--- src/rtl/accum_pkg.sv ---
// Shared FP32 constants, FSM states and small
// FP32 classification helpers for accum_stream.
package accum_pkg;

  localparam logic [31:0] FP_POS_ZERO = 32'h0000_0000;
  localparam logic [31:0] FP_NEG_ZERO = 32'h8000_0000;
  localparam logic [31:0] FP_QNAN     = 32'h7FC0_0000;

  typedef enum logic [2:0] {
    IDLE,
    ACCUM,
    COLLECT,
    REDUCE,
    DONE
  } accum_state_t;

  function automatic logic fp_is_nan(
    input logic [31:0] x
  );
    return (&x[30:23]) && (|x[22:0]);
  endfunction

  function automatic logic fp_is_inf(
    input logic [31:0] x
  );
    return (&x[30:23]) && !(|x[22:0]);
  endfunction

  function automatic logic fp_is_zero(
    input logic [31:0] x
  );
    return !(|x[30:0]);
  endfunction

  // Subnormals are treated as +0.0 everywhere.
  function automatic logic [31:0] fp_ftz(
    input logic [31:0] x
  );
    if (x[30:23] == 8'd0 && |x[22:0])
      return FP_POS_ZERO;
    return x;
  endfunction

endpackage

--- src/rtl/fp_add_pipe.sv ---
// FP32 adder (RNE, flush-to-zero) followed by a
// fixed ADD_LAT-stage register pipeline.
module fp_add_pipe
  import accum_pkg::*;
#(
  parameter int ADD_LAT = 4
) (
  input  logic        clk,
  input  logic        rst,
  input  logic        en,
  input  logic [31:0] a_in,
  input  logic [31:0] b_in,
  output logic [31:0] result
);

  function automatic logic [31:0] fp_add(
    input logic [31:0] x,
    input logic [31:0] y
  );
    logic [31:0] a, b, t, r;
    logic [26:0] ma, mb, sh, nrm;
    logic [27:0] sm;
    logic [7:0]  d;
    logic [4:0]  lz;
    logic [9:0]  e;
    logic        stk, up;
    a = fp_ftz(x);
    b = fp_ftz(y);
    r = FP_POS_ZERO;
    if (fp_is_nan(a) || fp_is_nan(b)) begin
      r = FP_QNAN;
    end else if (fp_is_inf(a) && fp_is_inf(b)) begin
      r = (a[31] != b[31]) ? FP_QNAN : a;
    end else if (fp_is_inf(a)) begin
      r = a;
    end else if (fp_is_inf(b)) begin
      r = b;
    end else if (fp_is_zero(a) && fp_is_zero(b)) begin
      r = {a[31] & b[31], 31'd0};
    end else if (fp_is_zero(a)) begin
      r = b;
    end else if (fp_is_zero(b)) begin
      r = a;
    end else begin
      if (b[30:0] > a[30:0]) begin
        t = a;
        a = b;
        b = t;
      end
      d  = a[30:23] - b[30:23];
      ma = {1'b1, a[22:0], 3'b000};
      mb = {1'b1, b[22:0], 3'b000};
      if (d > 8'd26) begin
        sh = 27'd1;
      end else begin
        sh = mb >> d;
        stk = |(mb & ~(27'h7FF_FFFF << d));
        sh[0] = sh[0] | stk;
      end
      e = {2'b00, a[30:23]};
      if (a[31] == b[31]) begin
        sm = {1'b0, ma} + {1'b0, sh};
        if (sm[27]) begin
          nrm = sm[27:1];
          nrm[0] = nrm[0] | sm[0];
          e = e + 10'd1;
        end else begin
          nrm = sm[26:0];
        end
      end else begin
        nrm = ma - sh;
        lz = 5'd0;
        for (int i = 0; i < 27; i++)
          if (nrm[i]) lz = 5'(26 - i);
        nrm = nrm << lz;
        e = e - {5'd0, lz};
      end
      if (nrm == 27'd0 || e[9] || e == 10'd0) begin
        r = FP_POS_ZERO;
      end else if (e >= 10'd255) begin
        r = {a[31], 8'hFF, 23'd0};
      end else begin
        // Mantissa carry ripples into the exponent.
        up = nrm[2] & (nrm[1] | nrm[0] | nrm[3]);
        r = {a[31], {e[7:0], nrm[25:3]} + {30'd0, up}};
      end
    end
    return r;
  endfunction

  logic [31:0] stg_q [ADD_LAT];

  always_ff @(posedge clk) begin
    if (rst) begin
      for (int i = 0; i < ADD_LAT; i++)
        stg_q[i] <= FP_POS_ZERO;
    end else if (en) begin
      stg_q[0] <= fp_add(a_in, b_in);
      for (int i = 1; i < ADD_LAT; i++)
        stg_q[i] <= stg_q[i-1];
    end
  end

  assign result = stg_q[ADD_LAT-1];

endmodule

--- src/rtl/accum_stream.sv ---
// Full-throughput FP32 frame accumulator: ADD_LAT partial
// sums circulate in the adder, then get reduced to one.
module accum_stream
  import accum_pkg::*;
#(
  parameter int ADD_LAT = 4,
  parameter int CNT_W   = 16
) (
  input  logic             clk,
  input  logic             rst,
  input  logic             clr,
  input  logic             in_valid,
  output logic             in_ready,
  input  logic [31:0]      in_data,
  input  logic             in_last,
  output logic             out_valid,
  input  logic             out_ready,
  output logic [31:0]      out_data,
  output logic [CNT_W-1:0] out_count,
  output logic             busy
);

  localparam logic [3:0] SUB_LAST = 4'(ADD_LAT - 1);
  localparam logic [2:0] K_LAST   = 3'(ADD_LAT - 1);
  localparam logic [CNT_W-1:0] CNT_ONE = CNT_W'(1);

  accum_state_t state_q, state_d;

  logic [CNT_W-1:0] cnt_q;
  logic [31:0]      buf_q [8];
  logic [3:0]       sub_q;
  logic [2:0]       k_q;
  logic             xfer, out_fire, sub_end;
  logic             pipe_rst, pipe_en;
  logic [31:0]      add_a, add_b, sum;

  assign in_ready = !rst &&
    (state_q == IDLE || state_q == ACCUM);
  assign xfer      = in_valid && in_ready;
  assign out_valid = state_q == DONE;
  assign out_fire  = out_valid && out_ready;
  assign busy      = state_q != IDLE;
  assign sub_end   = sub_q == SUB_LAST;
  assign out_count = cnt_q;

  // The pipeline is frozen in DONE so its output
  // holds the final sum until the handshake.
  assign pipe_en  = state_q != DONE;
  assign pipe_rst = rst || clr || out_fire;

  assign out_data = !out_valid ? FP_POS_ZERO :
    (ADD_LAT == 1) ? buf_q[0] : sum;

  fp_add_pipe #(
    .ADD_LAT (ADD_LAT)
  ) u_add (
    .clk    (clk),
    .rst    (pipe_rst),
    .en     (pipe_en),
    .a_in   (add_a),
    .b_in   (add_b),
    .result (sum)
  );

  always_comb begin
    state_d = state_q;
    unique case (state_q)
      IDLE:
        if (xfer)
          state_d = in_last ? COLLECT : ACCUM;
      ACCUM:
        if (xfer && in_last)
          state_d = COLLECT;
      COLLECT:
        if (sub_end)
          state_d = (ADD_LAT == 1) ? DONE : REDUCE;
      REDUCE:
        if (sub_end && k_q == K_LAST)
          state_d = DONE;
      DONE:
        if (out_ready)
          state_d = IDLE;
      default:
        state_d = IDLE;
    endcase
    if (clr)
      state_d = IDLE;
  end

  always_comb begin
    add_a = FP_POS_ZERO;
    add_b = FP_POS_ZERO;
    unique case (state_q)
      IDLE, ACCUM: begin
        add_a = xfer ? in_data : FP_POS_ZERO;
        add_b = sum;
      end
      REDUCE:
        if (sub_q == 4'd0) begin
          add_a = (k_q == 3'd1) ? buf_q[0] : sum;
          add_b = buf_q[k_q];
        end
      default: ;
    endcase
  end

  always_ff @(posedge clk) begin
    if (rst)
      state_q <= IDLE;
    else
      state_q <= state_d;
  end

  always_ff @(posedge clk) begin
    if (rst || clr) begin
      cnt_q <= '0;
      sub_q <= 4'd0;
      k_q   <= 3'd1;
      for (int i = 0; i < 8; i++)
        buf_q[i] <= FP_POS_ZERO;
    end else begin
      if (out_fire)
        cnt_q <= '0;
      else if (xfer && state_q == IDLE)
        cnt_q <= CNT_ONE;
      else if (xfer && !(&cnt_q))
        cnt_q <= cnt_q + CNT_ONE;
      if (state_q == COLLECT)
        buf_q[sub_q[2:0]] <= sum;
      if (state_q == COLLECT || state_q == REDUCE) begin
        sub_q <= sub_end ? 4'd0 : sub_q + 4'd1;
        if (state_q == REDUCE && sub_end)
          k_q <= k_q + 3'd1;
      end else begin
        sub_q <= 4'd0;
        k_q   <= 3'd1;
      end
    end
  end

endmodule

--- config.mk ---
export PLATFORM = sky130hd
export DESIGN_NAME = accum_stream
export DESIGN_NICKNAME = d
export VERILOG_FILES = /design/src/rtl/accum_pkg.sv /design/src/rtl/fp_add_pipe.sv /design/src/rtl/accum_stream.sv
export SDC_FILE = /design/constraint.sdc
export NUM_CORES = 1
export LEC_CHECK = 0
export CORE_MARGIN = 2
export CORE_UTILIZATION = 40
export CTS_BUF_LIST = sky130_fd_sc_hd__clkbuf_8 sky130_fd_sc_hd__clkbuf_16
export DETAILED_ROUTE_END_ITERATION = 8
export GPL_TIMING_DRIVEN = 1
export PLACE_DENSITY_LB_ADDON = 0.2
export SYNTH_ARGS = -nofsm -noshare
export SYNTH_HDL_FRONTEND = slang
export SYNTH_SLANG_ARGS = --single-unit
--- constraint.sdc ---
create_clock -name clk -period 21.1 [get_ports clk]
set_input_delay 6.33 -clock clk [delete_from_list [all_inputs] [get_ports clk]]
set_output_delay 6.33 -clock clk [all_outputs]
set_load 0.05 [all_outputs]
# Word-level counts from Yosys, hierarchy flattened
# Memories as Yosys holds them, arrays and structs flattened. A register that Yosys moved wholly into a read port is not among the register bits.
# Cells that the tools add are included.
dict set report totals {
  ramBits 384
  mem_count 2
  register_bits 26
  input_bits 38
  output_inout_bits 51
  wordCells 255
}
# name words width rd rd_clocked_by_memory_dff write_ports line
set mem_list {}
lappend mem_list {buf_q 8 32 2 1 8 accum_stream.sv:30} ;# logic [31:0] buf_q [8];
lappend mem_list {u_add.stg_q 4 32 4 0 4 fp_add_pipe.sv:91} ;# logic [31:0] stg_q [ADD_LAT];
dict set report op_classes {
  order_cmp 3
  bitwise_logic 13
  n_eq_ne 15
  shifts 3
  n_mux 150
  n_addsub 9
  reduce_logical 55
}
# cell count
set ops {}
lappend ops {{$mux 32} 49}
lappend ops {{$mux 27} 21}
lappend ops {{$mux 5} 37}
lappend ops {{$pmux 32 s2} 2}
lappend ops {{$mux 10} 11}
lappend ops {{$reduce_or 23->1} 4}
lappend ops {{$reduce_or 31->1} 2}
lappend ops {{$reduce_or 32->1} 1}
lappend ops {{$add 31x1->31} 1}
lappend ops {{$gt 31x31->1} 1}
lappend ops {{$mux 31} 1}
lappend ops {{$add 27x27->28} 1}
lappend ops {{$and 27x27->27} 1}
lappend ops {{$logic_not 27->1} 1}
lappend ops {{$not 27->27} 1}
lappend ops {{$reduce_or 27->1} 1}
lappend ops {{$shl 27x5->27} 1}
lappend ops {{$shl 27x8->27 const A} 1}
lappend ops {{$shr 27x8->27} 1}
lappend ops {{$sub 27x27->27} 1}
lappend ops {{$mux 3} 8}
lappend ops {{$mux 1} 19}
lappend ops {{$add 16x1->16 const B} 1}
lappend ops {{$logic_and 1x1->1} 16}
lappend ops {{other kinds (34)} 65}

# Logic depth before layout (Yosys ltp)
# Gate-level depths: netlist (run 1).
dict set report logic_depth {
  ltp_word 106
  ltp_mapped 77
  mapped_depth_nobuf 65
}

# Modules after synthesis
# From an unflattened synthesis (run 1), not the netlist that was laid out.
dict set report unflattened {
  hier_cells 3442
  area_unflattened_um2 31946.9
}
# module n_inst cells_per_inst seq_area_each_um2 area_per_inst_um2
set modules_own_cells {}
lappend modules_own_cells {fp_add_pipe 1 2343 3843.7 17780.8}
lappend modules_own_cells {accum_stream 1 1099 8267.9 14166.1}

# Worst setup path before layout (run 1)
# No wires, ideal clock.
dict set report synth_path {
  kind {input-to-reg}
  from {in in_data[18]}
  to {mem u_add.stg_q[0][22], data pin}
  required_time_ns 20.833
  cell_stages 64
  arrival_time_ns 19.563
  n_path_buf 11
  setup_time_ns 0.267
  slack_ns 1.270
  cell_sequence {nor4_1 nand4_1 o21ai_0 o31a_1 clkbuf_1 clkbuf_1 o31a_1 inv_1 ha_1 a2111oi_0 a221oi_2 o21a_1 nor2_1 buf_2 buf_4 clkbuf_1 clkbuf_1 clkbuf_1 (+28 left out) buf_2 buf_2 ha_1 inv_1 fa_1 a21o_1 a21oi_1 xnor2_1 nor2_1 or2_2 or3_1 or2_2 o21ai_0 or2_1 buf_2 nor2_1 a221oi_1 o22ai_1}
}
# element line
set synth_lines {}
lappend synth_lines {{start, declared} accum_stream.sv:14} ;# input logic [31:0] in_data,
lappend synth_lines {{end, declared} fp_add_pipe.sv:91}

==> run metrics, run 1 <==
GRT Overall Usage=29.6%; Sink Count=413; routed length per instance=27.4 um; pwr dens=83.6 nW/um^2; CP max stage delay=650 ps; row count=103; P_leak=14.0 nW; I/O pin count=89; fin crit share=95.6%; worst skew pair latency=610 ps; Die H=286 um; Worst Setup End Kind=flop; final number of hold-violating endpoints=0; Congestion Overflow GR=0; CTS Buf Count=45; slowest CP cell=a2111oi_1; Mapped Nets=3587; status=finished, final reports clean; Nets=3616; Initial DRT Pass Iterations=6; first-pass GRT wire length=182000 um; fill count=7541; Starting DRT DRC Count=3273; final setup fails=0; initial cell density of the core=40.4%; kind of critical path=input pin to flop; initial antenna violation count=2; Arrival @ worst endpoint=20490 ps; Final Skew=35.3 ps; VDD IR-drop max=101 uV; Non-Filler Instances=4567; cts hold-fix bufs=0; CTS tree=built; Sum Neg Setup Slack=0 ps; ranking of synthesized cells by instance count=and2_1, edfxtp_1, nand2_1; synth-to-layout area growth=12.0%; Clock Pin Slew Worst Setup and Hold Paths=60 ps; routed via count=28600; top-count cell post-synth=and2_1; top area cells in the synthesized netlist=edfxtp_1, and2_1, mux2i_1, ha_1, nand2_1; #FFs+latches synth=413; Hold Crit Class=flop to flop; register area share after synthesis=38.0%; Netlist cell types=130; MaxCap Viol Count=0; f_max=49.6 MHz; Required @ worst endpoint=21430 ps; Clock Path Buffers=3; Routability Congestion=1.02; most frequent CP cell=buf_4; Syn Inst Count=3452; dpl hpwl=92200 um; Worst Hold Slack=483 ps; number of synthesized flops with an enable pin=384; via count of the first global-routing pass=26700; worst relative slew slack=12.2%; Slew Limit Fails=0; Synth Cell Area=31900 um^2; largest net degree at the start of global routing=103; post-route minimum period=20170 ps; Placed Cells=4474; layout cells sized above 1=11.5%; Post-synth ARST share=0%; DIE AREA=82000 um^2; biggest area consumer among synthesized cells=edfxtp_1; Residual DRC=0; die width=286 um; footprint of the multi-input gates=18500 um^2; worst slew pin tran=1300 ps; Max H-tree Level=2; Root Buffer=clkbuf_16; sequential cell area=12100 um^2; ys flop type=edfxtp_1; Max FO, Critical Path=22; Synthesis Warnings=0; Yosys top cell area share=36.1%; DRT antenna net count=0; final WL=125000 um; startpoint types=input pin; fin util=45.2%; core area=79000 um^2; # port buffers=88; routed vias/inst=6.27; RSZ-0062 raised after global routing=false; Post-Syn Area per Cell=9.24 um^2
## worst paths after layout
path | start | end | slack [ps] | cells after the start
worst max register to register | flop | u_add.stg_q[0][22]$_SDFFCE_PN0P_ | 4430 | 60
worst min-delay path | sub_q[0]$_SDFF_PP0_ | sub_q[0]$_SDFF_PP0_ | 480 | 1
worst min register to register | sub_q[0]$_SDFF_PP0_ | sub_q[0]$_SDFF_PP0_ | 480 | 1
worst max-delay path | rst | u_add.stg_q[0][22]$_SDFFCE_PN0P_ | 930 | 59
## where the power goes
group          leakage, nW  switching (mW)  internal [mW]
sequential            4.65          0.0113          0.914
clock                0.738           0.346          0.429
combinational         8.58           0.873          0.416
## sequential cells by signal, summed over array words and instances (netlist names), named ones only
| register | count |
|---|---|
| out_count | 16 |
| k_q | 3 |
| sub_q | 4 |
| state_q | 3 |
| u_add.stg_q | 128 |
| buf_q | 256 |
## placed cells by master (no fill, tap or decap), drive strengths merged, types with 15 or more instances in the layout
| cell | netlist | final |
|---|---|---|
| and2 | 415 | 415 |
| edfxtp | 384 | 384 |
| nand2 | 297 | 297 |
| nor2 | 246 | 246 |
| a21oi | 203 | 203 |
| o21ai | 185 | 185 |
| buf | 95 | 142 |
| mux2i | 141 | 141 |
| inv | 108 | 122 |
| ha | 95 | 95 |
| nand3 | 92 | 92 |
| clkdlybuf4s50 | 0 | 88 |
| nor3 | 82 | 82 |
| xnor2 | 57 | 57 |
| nand2b | 49 | 49 |
| a211oi | 47 | 47 |
| a22oi | 46 | 46 |
| clkbuf | 153 | 45 |
| o22ai | 42 | 42 |
| nand4 | 41 | 41 |
| nor4 | 40 | 40 |
| a21o | 39 | 39 |
| o31ai | 38 | 38 |
| mux4 | 33 | 33 |
| xor2 | 33 | 33 |
| dfxtp | 29 | 29 |
| a32oi | 28 | 28 |
| o211ai | 27 | 27 |
| and3 | 27 | 27 |
| or3 | 26 | 26 |
| mux2 | 26 | 26 |
| a221oi | 22 | 22 |
| clkinv | 1 | 21 |
| a31oi | 17 | 17 |
| o2111ai | 17 | 17 |
| or2 | 16 | 16 |
| a211o | 15 | 15 |
## stage by stage
stage / setup WS [ps] / instance area, um^2 / power [mW]
floorplan: 1270 / 31900 / 1.76
global placement: 189 / 34200 / 2.20
detailed placement: 271 / 34200 / 2.18
CTS: 806 / 35600 / 2.95
global route: 79.5 / 35700 / 3.09
finish: 933 / 35700 / 2.99
## layout make-up
cell class | instances | area share [%]
Inverter | 109 | 1.14
Sequential cell | 413 | 33.9
Tap cell | 1050 | 3.68
Timing Repair Buffer | 230 | 5.46
Multi-Input combinational cell | 2682 | 51.8
Clock inverter | 37 | 0.816
Clock buffer | 45 | 3.15
Antenna cell | 1 | 0.00700
## worst max-delay path, delay by kind of cell
kind,cells,cell delay (ps)
AO/OA/AOI/OAI,23,6370
XOR/XNOR,1,140
adder cells (fa/ha/maj),5,1260
buffers and inverters,9,1990
AND/OR/NAND/NOR,21,4360
## timing repair
item,CTS,global route
endpoints found under the setup margin,0,31
setup buffers,0,10
gates resized for setup,0,9
hold endpoints to repair,0,0
## metal layers
metal	share of wire, %	GRT usage (%)	vias to the layer above
met5	0	0	-
met3	8.0	4.53	323
met4	5.1	12.9	0
met2	45	46.6	1483
met1	42	40.3	14000
li1	-	-	12900
## kinds of logic after synthesis
group | after synthesis | synth area share, %
compound gates | 904 | 19.9
fa+ha+maj | 97 | 3.85
flops | 413 | 38.0
buf+inv | 357 | 4.80
mux | 200 | 7.75
xor+xnor | 90 | 2.49
simple gates | 1391 | 23.3
Power figures use the tool's default switching activity.
==> run 2, diff against run 1 <==
--- a/config.mk
+++ b/config.mk
@@ -5,7 +5,6 @@
 export SDC_FILE = /design/constraint.sdc
 export NUM_CORES = 1
 export LEC_CHECK = 0
-export CORE_MARGIN = 2
 export CORE_UTILIZATION = 40
 export CTS_BUF_LIST = sky130_fd_sc_hd__clkbuf_8 sky130_fd_sc_hd__clkbuf_16
 export DETAILED_ROUTE_END_ITERATION = 8
==> run 2 against run 1 <==
Against the previous run: hold slack gained 19 ps; first-iteration DRC count grew 4.0%; clock power is 3% lower; critical path type unchanged; largest cell class unchanged.
==> run metrics, run 2 (synthesis gave the netlist of run 1 again) <==
status=finished, final reports clean; Non-Filler Instances=4565; Sum Neg Setup Slack=0 ps; Final Skew=29.2 ps; P_leak=13.9 nW; Reg2Reg Depth=65; RSZ-0062 raised after global routing=false; routed via count=28600; worst slew pin tran=1440 ps; CP max stage delay=530 ps; fill count=7614; Die H=284 um; synth-to-layout area growth=11.9%; Arrival @ worst endpoint=20340 ps; Hold Crit Class=flop to flop; Congestion Overflow GR=0; most frequent CP cell=a21oi_1; kind of critical path=input pin to flop; die width=284 um; Routability Congestion=1.06; routed length per instance=27.9 um; Placed Cells=4486; MaxCap Viol Count=0; startpoint types=input pin; final instance area=35700 um^2; DRT antenna net count=0; Worst Setup End Kind=flop; VDD IR-drop max=86.6 uV; Slew Limit Fails=0; min-delay src=sub_q[0]$_SDFF_PP0_; first-pass GRT wire length=187000 um; Initial DRT Pass Iterations=6; Root Buffer=clkbuf_16; # port buffers=88; worst r2r dst=u_add.stg_q[0][29]$_SDFFCE_PN0P_; dpl hpwl=94800 um; WHS Endpoint=sub_q[0]$_SDFF_PP0_; Clock Path Buffers=3; CTS tree=built; worst relative slew slack=3.04%; largest net degree at the start of global routing=103; pwr dens=83.2 nW/um^2; final setup fails=0; fin crit share=94.9%; initial antenna violation count=1; I/O pin count=89; DIE AREA=80900 um^2; footprint of the multi-input gates=18500 um^2; Starting DRT DRC Count=3404; Placement Cell Area=34300 um^2; post-route minimum period=20020 ps; # diodes=0; Largest Register=buf_q; Required @ worst endpoint=21420 ps; final WL=127000 um; Sink Count=413; CTS Buf Count=45; layout cells sized above 1=11.4%; Clock Pin Slew Worst Setup and Hold Paths=60 ps; slowest CP cell=a221oi_1; Residual DRC=0; sequential cell area=12100 um^2; f_max=50.0 MHz; Max H-tree Level=2; row count=103; Nets=3618; core area=79000 um^2; worst reg-to-reg setup slack=4780 ps; max FFs per register=256; most frequent cells in the layout=and2_1, edfxtp_1, nand2_1, nor2_1, a21oi_1; GRT Overall Usage=30.7%; hold path cells=1; via count of the first global-routing pass=27200; worst skew pair latency=590 ps; commonest non-fill, non-tap cell in the layout=and2_1; final number of hold-violating endpoints=0; routed vias/inst=6.26; Max FO, Critical Path=20; initial cell density of the core=40.4%
run 2: critical path, delay by kind of cell:
kind                     cells  cell delay, ps
AO/OA/AOI/OAI               30            7210
AND/OR/NAND/NOR             20            3460
buffers and inverters        9            2130
adder cells (fa/ha/maj)      4            1050
XOR/XNOR                     1             140
run 2: per-layer routing:
metal / share of wire [%] / GRT usage [%] / up-vias
met5: 0 / 0 / -
li1: - / - / 12900
met1: 42 / 42.2 / 13900
met4: 4.9 / 13.1 / 0
met3: 7.5 / 3.87 / 289
met2: 45 / 48.7 / 1451
run 2: final cells by class:
type	instances	share of cell area, %
tap	1050	3.68
timing repair buffer	232	5.53
inverter	109	1.15
sequential	413	34.0
clock buffer	45	3.15
multi-input combinational	2682	51.8
clock inverter	34	0.708
run 2: repair_timing:
item / in CTS / in global routing
hold buffers: 0 / 0
endpoints found under the setup margin: 0 / 25
resized for setup: 0 / 2
buffers inserted: 0 / 0
run 2: through the flow:
step           utilization (%)  total power, mW  hold slack [ps]  setup slack (ps)
6_report                  45.2             2.97              502              1080
2_1_floorplan                -             1.76              441              1270
3_3_place_gp              43.4             2.21              471               388
5_1_grt                   45.2             3.08              524              62.7
3_5_place_dp              43.4             2.19              484               479
4_1_cts                   45.2             2.94              498              1070
run 2: worst max path at each step:
stage	startpoint	end	slack, ps	depth (start not counted)
after floorplan	in_data[18]	u_add.stg_q[0][22]$_SDFFCE_PN0P_	1270	64
after global placement	rst	u_add.stg_q[0][29]$_SDFFCE_PN0P_	390	63
after detailed placement	rst	u_add.stg_q[0][29]$_SDFFCE_PN0P_	480	63
after CTS	rst	u_add.stg_q[0][29]$_SDFFCE_PN0P_	1070	63
after global routing	rst	u_add.stg_q[0][29]$_SDFFCE_PN0P_	60	63
final	rst	u_add.stg_q[0][29]$_SDFFCE_PN0P_	1080	64
run 2: where the power goes:
| part | switching (mW) | internal [mW] |
|---|---|---|
| registers | 0.0118 | 0.915 |
| clock network | 0.340 | 0.415 |
| logic | 0.867 | 0.423 |
| total | 1.22 | 1.75 |
